File: src/rtl/mc_arbiter.sv
// mc_arbiter: two-port arbiter sharing one single-port memory with a 1-cycle read latency.
//   clk, reset (async, active-high)
//   Requester n (n = 0,1):
//     reqn, wen, addrn, wdatan    : access request, 1 = write, address, write data
//     gntn                        : one-cycle grant pulse (in the memory command cycle)
//     rvalidn, rdatan             : one-cycle read-valid pulse, read data held until next read
//   Memory side:
//     mem_addr, mem_wr_en, mem_rd_en, mem_wdata : command, driven only in the CMD cycle
//     mem_rdata                                 : read data, valid one cycle after mem_rd_en
//   Build option: define MC_ARB_FIXED_PRIO_EN for fixed priority (port 0 wins ties);
//   otherwise ties are resolved round-robin by a priority pointer.
module mc_arbiter #(
    parameter int ADDR_WIDTH = 2,
    parameter int DATA_WIDTH = 8
) (
    input  logic                  clk,
    input  logic                  reset,
    input  logic                  req0,
    input  logic                  we0,
    input  logic [ADDR_WIDTH-1:0] addr0,
    input  logic [DATA_WIDTH-1:0] wdata0,
    output logic                  gnt0,
    output logic                  rvalid0,
    output logic [DATA_WIDTH-1:0] rdata0,
    input  logic                  req1,
    input  logic                  we1,
    input  logic [ADDR_WIDTH-1:0] addr1,
    input  logic [DATA_WIDTH-1:0] wdata1,
    output logic                  gnt1,
    output logic                  rvalid1,
    output logic [DATA_WIDTH-1:0] rdata1,
    output logic [ADDR_WIDTH-1:0] mem_addr,
    output logic                  mem_wr_en,
    output logic                  mem_rd_en,
    output logic [DATA_WIDTH-1:0] mem_wdata,
    input  logic [DATA_WIDTH-1:0] mem_rdata
);
    typedef enum logic [1:0] {IDLE, CMD, RDWAIT} state_t;
    state_t state, state_nxt;
    logic                  winner;
    logic                  cmd_we;
    logic [ADDR_WIDTH-1:0] cmd_addr;
    logic [DATA_WIDTH-1:0] cmd_wdata;
    logic                  any_req;
    logic                  pick;
    logic                  accept;
    assign any_req = req0 | req1;
    assign accept  = (state == IDLE) && any_req;
`ifdef MC_ARB_FIXED_PRIO_EN
    assign pick = !req0;
`else
    logic ptr;
    // A sole requester wins; on a tie the pointed-to port wins.
    assign pick = (req0 && req1) ? ptr : req1;
    always_ff @(posedge clk or posedge reset) begin
        if (reset)
            ptr <= 1'b0;
        else if (accept)
            ptr <= !pick;
    end
`endif
    always_ff @(posedge clk or posedge reset) begin
        if (reset)
            state <= IDLE;
        else
            state <= state_nxt;
    end
    always_comb begin
        state_nxt = state;
        state_nxt = (state == IDLE) ? (any_req ? CMD : IDLE) :
                    (state == CMD)  ? (cmd_we ? IDLE : RDWAIT) : IDLE;
    end
    always_ff @(posedge clk or posedge reset) begin
        if (reset) begin
            winner    <= 1'b0;
            cmd_we    <= 1'b0;
            cmd_addr  <= '0;
            cmd_wdata <= '0;
        end else if (accept) begin
            winner    <= pick;
            cmd_we    <= pick ? we1 : we0;
            cmd_addr  <= pick ? addr1 : addr0;
            cmd_wdata <= pick ? wdata1 : wdata0;
        end
    end
    always_comb begin
        gnt0      = 1'b0;
        gnt1      = 1'b0;
        mem_wr_en = 1'b0;
        mem_rd_en = 1'b0;
        mem_addr  = cmd_addr;
        mem_wdata = cmd_wdata;
        gnt0      = (state == CMD) && !winner;
        gnt1      = (state == CMD) && winner;
        mem_wr_en = (state == CMD) && cmd_we;
        mem_rd_en = (state == CMD) && !cmd_we;
    end
    // Memory data arrives during RDWAIT; register it so rvalid lands one cycle later.
    always_ff @(posedge clk or posedge reset) begin
        if (reset) begin
            rvalid0 <= 1'b0;
            rvalid1 <= 1'b0;
            rdata0  <= '0;
            rdata1  <= '0;
        end else begin
            rvalid0 <= (state == RDWAIT) && !winner;
            rvalid1 <= (state == RDWAIT) && winner;
            if (state == RDWAIT && !winner)
                rdata0 <= mem_rdata;
            if (state == RDWAIT && winner)
                rdata1 <= mem_rdata;
        end
    end
endmodule

File: config.mk
export PLATFORM = sky130hd
export DESIGN_NAME = mc_arbiter
export DESIGN_NICKNAME = d
export VERILOG_FILES = /design/src/rtl/mc_arbiter.sv
export SDC_FILE = /design/constraint.sdc
export NUM_CORES = 1
export LEC_CHECK = 0
export BUFFER_PORTS_ARGS = -buffer_cell sky130_fd_sc_hd__buf_2
export CAP_MARGIN = 15
export CORE_AREA = 2 2 59 61
export CTS_BUF_LIST = sky130_fd_sc_hd__clkbuf_8
export DETAILED_ROUTE_END_ITERATION = 8
export DIE_AREA = 0 0 61 63
export PLACE_DENSITY = 0.8
export SLEW_MARGIN = 20
export SYNTH_ARGS = -nofsm -noshare
export SYNTH_HDL_FRONTEND = slang
export SYNTH_SLANG_ARGS = --single-unit
File: constraint.sdc
create_clock -name clk -period 1.38 [get_ports clk]
set_input_delay 0.138 -clock clk [delete_from_list [all_inputs] [get_ports clk]]
set_output_delay 0.138 -clock clk [all_outputs]
set_load 0.03 [all_outputs]
# ---- Word-level counts from Yosys, hierarchy flattened
# Index checks and enable logic that the tools add are counted.
dict set report totals {
  mem_bits_ro 0
  ramBits 0
  latchBits 0
  word_cells 33
  ff_bits 33
  inputBits 34
  out_inout_bits 32
  memories 0
}
dict set report op_classes {
  order_cmp 0
  add_sub_neg 0
  mux 8
  n_reduce_logical 12
  n_div 0
  n_mul 0
  shift 0
  eq_ne 2
  bitwise 1
}
# operator n
set op_table {}
lappend op_table {{$logic_and A1 B1 Y1} 8}
lappend op_table {{$mux W2} 4}
lappend op_table {{$mux W8} 1}
lappend op_table {{$logic_not A1 Y1} 3}
lappend op_table {{$mux W1} 3}
lappend op_table {{$eq A2 B1 Y1 const B} 1}
lappend op_table {{$eq A2 B2 Y1 const B} 1}
lappend op_table {{$logic_not A2 Y1} 1}
lappend op_table {{$or A1 B1 Y1} 1}

# ---- Longest topological paths before layout
dict set report depth {
  word_depth 3
  mapped_depth 4
  depth_no_buf 3
}

# ---- Worst setup path after synthesis
# Ideal clock, no wire load.
dict set report synth_path {
  kind {register to register}
  start {reg winner}
  end {reg rdata0[0]}
  setup_ns 0.128
  path_stages_with_launch 4
  period_less_slack_ns 1.177
  arrival_time_ns 1.049
  setup_slack_ns 0.203
  required_ns 1.252
  n_path_buf 1
  path_cell_list {dfrtp_1 nor3b_2 buf_4 mux2_1}
}
dict set report synth_via {
  elab_chain_cells 2
}
# item line
set synth_lines {}
lappend synth_lines {{start: declaration} 40} ;# logic winner;
lappend synth_lines {{start signal: assignment} 80} ;# winner <= pick;
lappend synth_lines {{$logic_not A1 Y1} 108} ;# if (state == RDWAIT && !winner)
lappend synth_lines {{$logic_and A1 B1 Y1} 108}
lappend synth_lines {{end signal: assignment} 109} ;# rdata0 <= mem_rdata;
lappend synth_lines {{end: declaration} 24} ;# output logic [DATA_WIDTH-1:0] rdata0,
# Every way passes these cells.
# A chain may end at the register's enable or synchronous reset.

# ---- Final worst setup path
dict set report layout_path {
  start {reg state[0]}
  end {reg rdata0[7]}
}
dict set report layout_via {
  elab_chain_cells 2
}
# item line
set layout_lines {}
lappend layout_lines {{start: declaration} 39} ;# state_t state, state_nxt;
lappend layout_lines {{start signal: assignment} 66} ;# state <= state_nxt;
lappend layout_lines {{$eq A2 B2 Y1} 108}
lappend layout_lines {{$logic_and A1 B1 Y1} 108}
# Every way passes these cells.

==> flow_summary_export.csv <==
group,metric,value,unit
clock_network,htreeDepth,2,
hold_path,hold_path.startpoint,"mem_rdata[4]",
synthesis,post_synth_design_cell_area,0.00147,sq mm
sta,totalNegativeSetupSlack,0,ns
finish,num_antenna_cells,0,
global_routing,grt_remaining_overflow,0,
global_routing,grt_first_pass_wirelength,5490,microns
synthesis,synthDominantAreaCellType,"sky130_fd_sc_hd__dfrtp_1",
synthesis,synthesis.yosys.warnings,0,
routing,post_drt_wl_per_cell,13.1,microns
routing,detail_route.first_pass.iterations,4,
routing,dr.first_iter.drc_count,28,
finish,finish.cell_count_without_fillers,240,
global_routing,grt_use_met3,0.0787,
routing,detailroute.via_count,1214,
pwr,peakVddDrop,1.13,mV
global_routing,antenna_found_initial,0,
critical_path,critical_path.endpoint_type,"flop",
pwr,power.static_leakage,0.971,nW
clock_network,path_clk_slew,0.07,ns
critical_path,startpoint_type,"flop",
sta,final-max-slew-violation-count,0,
finish,finish.net_count,227,
run_status,status,"finished clean",
clock_network,clkLatencyLatePin,0.28,ns
global_routing,via_count_of_the_first_global_routing_pass,1235,
sta,period_minus_slack,1.32,ns
synthesis,synth.distinct_cells,21,
critical_path,critical_path_cell_by_cell,"nor3b_2 -> buf_4 -> mux2_1",
finish,highest_count_cells_in_the_layout_ignoring_fill_and_taps,"61 x sky130_fd_sc_hd__buf_2, 32 x sky130_fd_sc_hd__dfrtp_1, 12 x sky130_fd_sc_hd__o21ai_0, 12 x sky130_fd_sc_hd__nand3_1, 12 x sky130_fd_sc_hd__a21oi_1",
synthesis,syn-instance-count,123,
global_routing,grt_overall_usage,0.194,
die,core_area,0.00323,sq mm
finish,layout.cells.most_common,"sky130_fd_sc_hd__buf_2",
synthesis,synthesis.area_per_instance,12.0,sq um
critical_path,slowest_delay,0.45,ns
finish,synthToLayoutAreaGrowth,35.5,%
die,initial_core_util,0.456,
routing,route.final.wire_length,3150,microns
global_routing,grt_start_max_net_pins,34,
synthesis,synthesis.nets,157,
synthesis,synth_seq_area_share,0.560,
critical_path,critical_path.max_fanout,9,
die,placementRows,21,
placed_design,finalWeightedCongestion,0.723,
clock_network,cts_root_buf,"sky130_fd_sc_hd__clkbuf_8",
critical_path,critPathRequiredTime,1.54,ns
routing,route.antenna.remaining_nets,0,
placed_design,place_inst,231,
die,top_level_ports,66,
sta,rsz_0062_raised_after_global_routing,"false",
clock_network,tritoncts,"yes",
sta,setup_viol_count_final,0,
critical_path,r2r-start,"state[0]$_DFF_PP0_",
routing,vias_per_cell,5.06,
synthesis,synth.ff_latch_count,33,
routing,post-route-drc-count,0,
clock_network,clockBufferDepth,2,
die,die-height,63,microns
finish,post_route_cells_drive_above_1_share,0.505,
sta,max_clock_freq,760,MHz
sta,max-slew-margin-rel,0.694,
synthesis,post_synth_main_area_contributors,"sky130_fd_sc_hd__dfrtp_1 56%, sky130_fd_sc_hd__mux2_1 8.4%, sky130_fd_sc_hd__a31oi_2 7.6%",
critical_path,timing.critical_path.slowest_stage_cell,"sky130_fd_sc_hd__dfrtp_1",
finish,fillCellCount,295,
die,die-area,0.00384,sq mm
sta,tightest_slew,0.459,ns
global_routing,grtUsageMet1,0.221,
clock_network,tritoncts_num_sinks,33,
critical_path,worst_ep_arrival_time,1.47,ns
clock_network,cts_made_buffers,5,
pwr,pwr_density_cell,2630,mW/mm^2
critical_path,crit_type,"reg2reg",
sta,min_period_over_period,0.953,
global_routing,met2_usage,0.313,
global_routing,grt-busiest-layer,"met2",
flow_run,max-cap-violations,0,
hold_path,holdCritPathClass,"in2reg",
sta,timing.final.hold_violations,0,
synthesis,yosysTopAreaCellShare,0.560,
die,die_w,61,microns
placed_design,detailed_place_hpwl,2310,microns
critical_path,setup.worst_path.start,"state[0]$_DFF_PP0_",
sta,worst_clock_skew,0.00525,ns
placed_design,buffer_ports.inserted,65,
worst max-delay path: cells and delay by family, from the launching register on:
family                 cells  cell delay (ns)
flip-flops                 1             0.45
buffers and inverters      1             0.20
multiplexers               1             0.34
AND/OR/NAND/NOR            1             0.20
power by group:
part / internal, mW / leakage, nW / switching (mW)
Combinational: 0.923 / 0.520 / 1.69
Sequential: 1.45 / 0.388 / 0.282
Clock: 0.581 / 0.0626 / 0.331
cell usage after synthesis, drive strengths merged:
master	count
nand3b	1
nor3b	1
mux2	16
and2	1
nand3	12
nor2	6
o21ai	12
buf	5
nand2b	2
and2b	1
clkbuf	3
or2	1
dfrtp	33
inv	5
a31oi	12
a21oi	12
path summary, 6_finish.rpt:
| path | end | slack [ns] | depth (start not counted) |
|---|---|---|---|
| worst max-delay path | rdata0[7]$_DFFE_PP0P_ | 0.06 | 3 |
| worst min-delay path | rdata1[4]$_DFFE_PP0P_ | 0.08 | 2 |
| max in group asynchronous | state[1]$_DFF_PP0_ | 0.58 | 4 |
| worst max register to register | rdata0[7]$_DFFE_PP0P_ | 0.06 | 3 |
| worst min register to register | rdata0[6]$_DFFE_PP0P_ | 0.48 | 1 |
| min in group asynchronous | winner$_DFFE_PP0P_ | 0.49 | 4 |
stage by stage:
stage,power (mW),hold slack [ns],utilization,cell area [sq um],setup slack (ns)
3_3_place_gp,4.23,0.245,0.572,1850,0.164
4_1_cts,5.29,0.0752,0.616,1990,0.0459
2_1_floorplan,3.59,0.267,-,1470,0.203
5_1_grt,5.61,0.0755,0.618,2000,0.00986
3_5_place_dp,4.31,0.251,0.572,1850,0.0924
6_report,5.25,0.0828,0.618,2000,0.0650
metal layers:
| layer | routed length [microns] | vias to the layer above |
|---|---|---|
| li1 | - | 578 |
| met1 | 1350 | 572 |
| met2 | 1460 | 60 |
| met3 | 276 | 4 |
| met4 | 61 | 0 |
| met5 | 0 | - |
kinds of logic after synthesis:
| family | count (synthesis) | share of synthesized area |
|---|---|---|
| flip-flops | 33 | 0.560 |
| AND/OR/NAND/NOR | 25 | 0.104 |
| AO/OA/AOI/OAI | 36 | 0.171 |
| multiplexers | 16 | 0.122 |
| buffers and inverters | 13 | 0.0433 |
timing repair:
item / CTS / global route
buffers inserted: 0 / 0
hold buffers: 1 / 0
gates resized for setup: 4 / 4
setup endpoints to repair: 4 / 3
endpoints found under the hold margin: 33 / 0
final cells by class:
cell class | count | area [sq um] | share of cell area
clock buffer | 6 | 82.6 | 0.0414
clock inverter | 2 | 33.8 | 0.0169
inverter | 5 | 18.8 | 0.00940
multi-input combinational | 77 | 594 | 0.298
sequential | 33 | 827 | 0.414
tap | 46 | 57.6 | 0.0288
timing repair buffer | 71 | 383 | 0.192
sequential cells by signal (all words and copies together), names as in the netlist, 2 cells and up:
name	cells
state	2
rdata1	8
mem_addr	2
mem_wdata	8
rdata0	8
Power figures use the tool's default switching activity.
